`src/rtl/sync_fifo_pkg.sv`:
```
// Shared helpers for sync_fifo_param: address-width calculation and
// parameter legality check evaluated at elaboration.
package sync_fifo_pkg;

  function automatic int unsigned clog2(input int unsigned n);
    int unsigned r;
    int unsigned v;
    r = 0;
    v = 1;
    while (v < n) begin
      v = v << 1;
      r++;
    end
    return r;
  endfunction

  // DEPTH must be a power of two >= 2; thresholds must fall inside 1..DEPTH / 0..DEPTH-1.
  function automatic bit params_legal(input int unsigned depth,
                                      input int unsigned af,
                                      input int unsigned ae);
    return (depth >= 2) && ((depth & (depth - 1)) == 0) &&
           (af >= 1) && (af <= depth) && (ae <= depth - 1);
  endfunction

endpackage

```
`src/rtl/sync_fifo_mem.sv`:
```
// DEPTH x WIDTH storage: one synchronous write port, one asynchronous read port, no reset.
module sync_fifo_mem #(
  parameter int unsigned WIDTH = 27,
  parameter int unsigned DEPTH = 32,
  parameter int unsigned AW    = 5
) (
  input  logic             clk,
  input  logic             we,
  input  logic [AW-1:0]    waddr,
  input  logic [WIDTH-1:0] wdata,
  input  logic [AW-1:0]    raddr,
  output logic [WIDTH-1:0] rdata
);

  logic [WIDTH-1:0] mem [DEPTH];

  always_ff @(posedge clk) begin
    if (we) mem[waddr] <= wdata;
  end

  assign rdata = mem[raddr];

endmodule

```
`src/rtl/sync_fifo_param.sv`:
```
// Parametrised first-word-fall-through synchronous FIFO with level, almost flags and flush.
// Define SYNC_FIFO_ERR_EN to add sticky overflow/underflow outputs.
module sync_fifo_param
  import sync_fifo_pkg::*;
#(
  parameter  int unsigned WIDTH     = 27,
  parameter  int unsigned DEPTH     = 32,
  parameter  int unsigned AF_THRESH = DEPTH - 2,
  parameter  int unsigned AE_THRESH = 1,
  localparam int unsigned AW        = clog2(DEPTH)
) (
  input  logic             clk,
  input  logic             rstn,
  input  logic             flush,
  input  logic [WIDTH-1:0] din,
  input  logic             wr_en,
  input  logic             rd_en,
  output logic [WIDTH-1:0] dout,
  output logic             empty,
  output logic             full,
  output logic             almost_full,
  output logic             almost_empty,
  output logic [AW:0]      level
`ifdef SYNC_FIFO_ERR_EN
  ,
  output logic             overflow,
  output logic             underflow
`endif
);

  if (!params_legal(DEPTH, AF_THRESH, AE_THRESH)) begin : g_param_check
    $error("sync_fifo_param: illegal DEPTH or threshold parameters");
  end

  localparam logic [AW:0] DEPTH_L = DEPTH[AW:0];
  localparam logic [AW:0] AF_L    = AF_THRESH[AW:0];
  localparam logic [AW:0] AE_L    = AE_THRESH[AW:0];

  logic [AW-1:0]    wr_ptr, rd_ptr;
  logic [WIDTH-1:0] rdata;
  logic             rd_acc, wr_acc;

  assign empty        = (level == '0);
  assign full         = (level == DEPTH_L);
  assign almost_full  = (level >= AF_L);
  assign almost_empty = (level <= AE_L);

  assign rd_acc = rd_en & ~empty;
  // At full a write is still taken when paired with a read, since the read frees the slot.
  assign wr_acc = wr_en & (~full | rd_en);

  always_ff @(posedge clk or negedge rstn) begin
    if (!rstn) begin
      wr_ptr <= '0;
      rd_ptr <= '0;
      level  <= '0;
    end else if (flush) begin
      wr_ptr <= '0;
      rd_ptr <= '0;
      level  <= '0;
    end else begin
      if (wr_acc) wr_ptr <= wr_ptr + AW'(1);
      if (rd_acc) rd_ptr <= rd_ptr + AW'(1);
      if (wr_acc && !rd_acc)      level <= level + (AW+1)'(1);
      else if (rd_acc && !wr_acc) level <= level - (AW+1)'(1);
    end
  end

  sync_fifo_mem #(
    .WIDTH (WIDTH),
    .DEPTH (DEPTH),
    .AW    (AW)
  ) u_mem (
    .clk   (clk),
    .we    (wr_acc & ~flush),
    .waddr (wr_ptr),
    .wdata (din),
    .raddr (rd_ptr),
    .rdata (rdata)
  );

  assign dout = empty ? '0 : rdata;

`ifdef SYNC_FIFO_ERR_EN
  always_ff @(posedge clk or negedge rstn) begin
    if (!rstn) begin
      overflow  <= 1'b0;
      underflow <= 1'b0;
    end else if (flush) begin
      overflow  <= 1'b0;
      underflow <= 1'b0;
    end else begin
      if (wr_en && !wr_acc)            overflow  <= 1'b1;
      if (rd_en && empty && !wr_en)    underflow <= 1'b1;
    end
  end
`endif

endmodule
```
`config.mk`:
```
export PLATFORM = sky130hd
export DESIGN_NAME = sync_fifo_param
export DESIGN_NICKNAME = d
export VERILOG_FILES = /design/src/rtl/sync_fifo_pkg.sv /design/src/rtl/sync_fifo_mem.sv /design/src/rtl/sync_fifo_param.sv
export SDC_FILE = /design/constraint.sdc
export NUM_CORES = 1
export LEC_CHECK = 0
export BUFFER_PORTS_ARGS = -buffer_cell sky130_fd_sc_hd__buf_2
export CORE_UTILIZATION = 62
export CTS_CLUSTER_DIAMETER = 40
export DETAILED_ROUTE_END_ITERATION = 8
export GPL_ROUTABILITY_DRIVEN = 0
export GPL_TIMING_DRIVEN = 0
export PLACE_DENSITY = 0.79
export SLEW_MARGIN = 10
export SYNTH_ARGS = -nofsm -noshare
export SYNTH_HDL_FRONTEND = slang
export SYNTH_SLANG_ARGS = --single-unit
```
`constraint.sdc`:
```
create_clock -name clk -period 4.7 [get_ports clk]
set_input_delay 0.47 -clock clk [delete_from_list [all_inputs] [get_ports clk]]
set_output_delay 0.47 -clock clk [all_outputs]
set_load 0.01 [all_outputs]
```
# Word-level counts from Yosys, hierarchy flattened
# Memory sizes are Yosys's and may differ from the RTL's.
# Index checks and enable logic that the tools add are counted.
totals:
  out_inout_bits: 37
  elab_cells: 36
  ram_bits: 864
  n_memories: 1
  in_bits: 32
  ff_bits: 16
memory_table:
  columns: ["memory", "depth", "width", "rd", "rd_clocked_by_memory_dff", "wr", "line_no", "source"]
  rows:
  - ["u_mem.mem", 32, 27, 1, 0, 1, "sync_fifo_mem.sv:15", "logic [WIDTH-1:0] mem [DEPTH];"]
classes:
  n_addsub: 4
  n_bitwise: 7
  muxes: 10
  n_lt_le_gt_ge: 2
  reduce_logical: 8
  eq_ne: 1
op_table:
  columns: ["operator", "n"]
  rows:
  - ["$mux W27", 1]
  - ["$mux W5", 4]
  - ["$mux W6", 3]
  - ["$add A5 B1 Y5 const B", 2]
  - ["$add A6 B1 Y6 const B", 1]
  - ["$eq A6 B6 Y1 const B", 1]
  - ["$ge A6 B5 Y1 const B", 1]
  - ["$le A6 B1 Y1 const B", 1]
  - ["$logic_not A6 Y1", 1]
  - ["$sub A6 B1 Y6 const B", 1]
  - ["$reduce_bool A2 Y1", 2]
  - ["$and A1 B1 Y1", 3]
  - ["$not A1 Y1", 3]
  - ["$reduce_bool A3 Y1", 1]
  - ["$logic_and A1 B1 Y1", 2]
  - ["$logic_not A1 Y1", 2]
  - ["$mux W1", 2]
  - ["$or A1 B1 Y1", 1]

# Depth between registers and ports, before layout
logic_depth:
  ltp_word: 9
  depth_mapped: 9
  depth_no_buf: 7

# Hierarchy
# A second synthesis with hierarchy kept.
hier_totals:
  hier_cells: 2034
  hier_area_um2: 34927.2
by_module_without_submodules:
  columns: ["mod", "area_per_inst_um2", "n_inst", "cells_each"]
  rows:
  - ["sync_fifo_mem", 33681.1, 1, 1888]
  - ["sync_fifo_param", 1246.2, 1, 146]

# Least setup slack after synthesis
# Ideal clock, no wire load.
synth_timing:
  path_kind: "register -> register"
  from: "register level[1]"
  to: "memory u_mem.mem[27][0] (enable)"
  setup_ns: 0.411
  setup_slack_ns: 1.336
  required_ns: 4.289
  stages_incl_launch_ff: 8
  arrival_ns: 2.953
  cell_sequence: "dfrtp_1 > clkbuf_1 > inv_1 > ha_1 > nor4b_2 > a211oi_1 > nand2_1 > nor2_1"
synth_between:
  elab_chain_len: 7
synth_lines:
  columns: ["item", "line_no", "source"]
  rows:
  - ["from (decl)", "sync_fifo_param.sv:23", "output logic [AW:0] level"]
  - ["from (signal assigned)", "sync_fifo_param.sv:64", "if (wr_acc && !rd_acc) level <= level + (AW+1)'(1);"]
  - ["from (signal assigned)", "sync_fifo_param.sv:65", "else if (rd_acc && !wr_acc) level <= level - (AW+1)'(1);"]
  - ["$eq A6 B6 Y1", "sync_fifo_param.sv:44", "assign full = (level == DEPTH_L);"]
  - ["$not A1 Y1", "sync_fifo_param.sv:50", "assign wr_acc = wr_en & (~full | rd_en);"]
  - ["$or A1 B1 Y1", "sync_fifo_param.sv:50", null]
  - ["$and A1 B1 Y1", "sync_fifo_param.sv:50", null]
  - ["$and A1 B1 Y1", "sync_fifo_param.sv:75", ".we (wr_acc & ~flush),"]
  - ["$mux W1", "sync_fifo_mem.sv:18", "if (we) mem[waddr] <= wdata;"]
  - ["$mux W1 (not written as such)", "sync_fifo_mem.sv:18", null]
  - ["to (decl)", "sync_fifo_mem.sv:15", null]
# No other way between the ends.

# Final worst setup path
layout_timing:
  from: "register rd_ptr[3]"
  to: "output dout[16]"
layout_between:
  elab_chain_len: 2
layout_lines:
  columns: ["item", "line_no", "source"]
  rows:
  - ["from (decl)", "sync_fifo_param.sv:39", "logic [AW-1:0] wr_ptr, rd_ptr;"]
  - ["from (signal assigned)", "sync_fifo_param.sv:63", "if (rd_acc) rd_ptr <= rd_ptr + AW'(1);"]
  - ["$mem_v2 Z32 W27", null, null]
  - ["$mux W27", "sync_fifo_param.sv:82", "assign dout = empty ? '0 : rdata;"]
  - ["to (decl)", "sync_fifo_param.sv:18", "output logic [WIDTH-1:0] dout,"]
# No other way between the ends.

==> results.sh <==
export IMPL_yosysTopAreaCellShare_pct=75.7
export IMPL_syn_nets=1675
export IMPL_hp_class="input pin to async pin"
export IMPL_critPathCaptureType="primary output"
export IMPL_clockRootBuffer="clkbuf_16"
export IMPL_grt_max_degree=33
export IMPL_cap_violations=0
export IMPL_avgSynthCellArea_um2=21.0
export IMPL_cp_max_fo=10
export IMPL_startpoint_type="flip-flop"
export IMPL_htree_levels=3
export IMPL_irDropWorstVdd_mv=0.477
export IMPL_grt_usage_pct=31.9
export IMPL_grt_pass1_wl_mm=127
export IMPL_drv_slew=0
export IMPL_dieArea_um2=56200
export IMPL_hold_viol=0
export IMPL_clkSinkCount=880
export IMPL_cts_max_path_buffers=3
export IMPL_yosysSeqAreaShare_pct=76.9
export IMPL_synth_seq_cells=880
export IMPL_port_buffers=67
export IMPL_hpwl_mm=52.0
export IMPL_dpl_instance_area_um2=36500
export IMPL_synth_edf_count=864
export IMPL_core_area_um2=54200
export IMPL_synthFlopType="edfxtp_1"
export IMPL_die_h_um=237
export IMPL_ys_warn_count=0
export IMPL_mostFrequentLayoutCells="864 x edfxtp_1, 163 x mux4_2, 106 x clkbuf_16"
export IMPL_max_freq_ghz=0.216
export IMPL_grt_ovfl_total=0
export IMPL_cts_tree="done"
export IMPL_drtAntennaViolNets=0
export IMPL_yosysTopAreaCell="edfxtp_1"
export IMPL_dp_cells=2428
export IMPL_rows=85
export IMPL_drive_gt1_share_pct=30.2
export IMPL_p_per_area_nw_per_um2=525
export IMPL_synth_distinct_cells=58
export IMPL_setup_viol=0
export IMPL_initial_core_util_pct=63.2
export IMPL_relSlewSlack_pct=24.7
export IMPL_finalNonFillerCells=2621
export IMPL_drc=0
export IMPL_layout_commonest_cell="edfxtp_1"
export IMPL_required_ns=4.23
export IMPL_period_needed_ns=4.63
export IMPL_synth_cells=1633
export IMPL_wl_mm=87.8
export IMPL_arrival_ns=4.16
export IMPL_cts_reportedPaths_clkPinSlew_ns=0.07
export IMPL_preCtsSetupSlack_ns=0.948
export IMPL_post_cts_resized=0
export IMPL_post_route_period_util_pct=98.5
export IMPL_area_delta_synth_final_pct=16.8
export IMPL_p_leak_uw=0.0128
export IMPL_skew_ns=0.0410
export IMPL_run_status="finished clean"
export IMPL_fin_ws_ns=0.0714
export IMPL_via_per_inst=7.10
export IMPL_reg2reg_slack_ns=0.79
export IMPL_rsz0062_at_grt="false"
export IMPL_nNetsFinal=1880
export IMPL_drt_pass1_iter_count=6
export IMPL_grt_pass1_vias=18900
export IMPL_async_flop_share_pct=1.82
export IMPL_syn_area_um2=34300
export IMPL_wl_per_cell_um=33.5
export IMPL_vias=18600
export IMPL_worst_pin_slew_ns=1.13
export IMPL_synth_area_leaders="edfxtp_1 76%, mux4_2 11%, mux2_2 1.7%"
export IMPL_drt_initial_drc_count=2833
export IMPL_r2r_start="level[1]"
export IMPL_finalInstanceArea_um2=40000
export IMPL_numCtsBuffers=103
export IMPL_antenna_found_initial=1
export IMPL_rr_worst_depth=8
export IMPL_crit_type="flip-flop to primary output"
export IMPL_io_pin_count=69
export IMPL_regToRegEndpoint="u_mem.mem[2][19]"
export IMPL_clk_latency_ns=0.67
export IMPL_die_w_um=237
stage by stage:
step | hold slack (ns) | setup TNS [ns] | total power (µW) | utilization, %
finish | 0.261 | 0 | 21000 | 73.8
global route | 0.303 | 0 | 21500 | 73.8
CTS | 0.255 | 0 | 21000 | 73.8
detailed placement | 0.420 | 0 | 12900 | 67.3
global placement | 0.409 | -96.85 | 12800 | 65.4
floorplan | 0.174 | 0 | 11700 | -
worst max-delay path by stage:
stage                   endpoint  slack [ns]  cells after the start       from
2_1_floorplan   u_mem.mem[27][0]        1.34                      7   level[1]
3_5_place_dp    u_mem.mem[3][19]        0.95                      8   level[1]
6_report                dout[16]        0.07                      7  rd_ptr[3]
5_1_grt                 dout[16]        0.16                      7  rd_ptr[2]
4_1_cts                 dout[15]        0.25                      8  rd_ptr[1]
3_3_place_gp   u_mem.mem[11][16]       -0.27                      7   level[1]
layer usage:
layer	part of all wire [%]	up-vias	GRT usage, %
met5	0	-	0
met4	4.1	0	14.5
met3	12	221	7.44
met2	48	1486	49.8
met1	36	9594	43.7
li1	-	7305	-
report_power, final:
group	switching [µW]	internal [µW]
Sequential	43.3	8680
Combinational	2320	1860
Clock	3260	4840
state kept, by name (all words and copies together), names as in the netlist:
| name | flops |
|---|---|
| rd_ptr | 5 |
| u_mem.mem | 864 |
| wr_ptr | 5 |
| level | 6 |
cells in the mapped netlist (16+ instances only):
cell type,number
nor2_1,48
buf_2,31
o221ai_1,26
and3_1,29
nand2_1,44
a211oi_1,26
edfxtp_1,864
mux4_2,163
mux2_2,53
a22o_1,26
clkbuf_1,41
nor3_1,29
dfrtp_1,16
mux2i_1,57
a22oi_1,28
a221oi_1,26
critical path, stage by stage (launching register included):
cell and delay [ns]:
dfrtp_1 0.37, buf_2 0.21, nor2_1 0.87, clkbuf_1 0.70, a22oi_1 0.19, and3_1 0.29, nor3_1 0.59, buf_2 0.26
kinds of logic (layout without fill, tap and decap cells):
family	Yosys count	after routing	synth area share, %
compound gates	166	166	3.94
xor+xnor	7	7	0.179
fa+ha+maj	10	10	0.365
buf+inv	107	398	1.69
flops	880	880	76.9
mux	275	275	14.2
other cells	0	1	0
simple gates	188	188	2.74
cell type report:
type                       count  area, µm²
clock inverter                69        743
sequential                   880      26300
multi-input combinational    646       7590
clock buffer                 122       2750
tap                          696        871
antenna                        1       2.50
fill                        2865      14200
inverter                       9       33.8
timing repair buffer         100       1140
buffer                        98        547
repair_timing:
action / CTS / global route
hold buffers: 1 / 0
hold endpoints to repair: 16 / 0
setup buffers: 0 / 0
(Power assumes the default switching activity.)
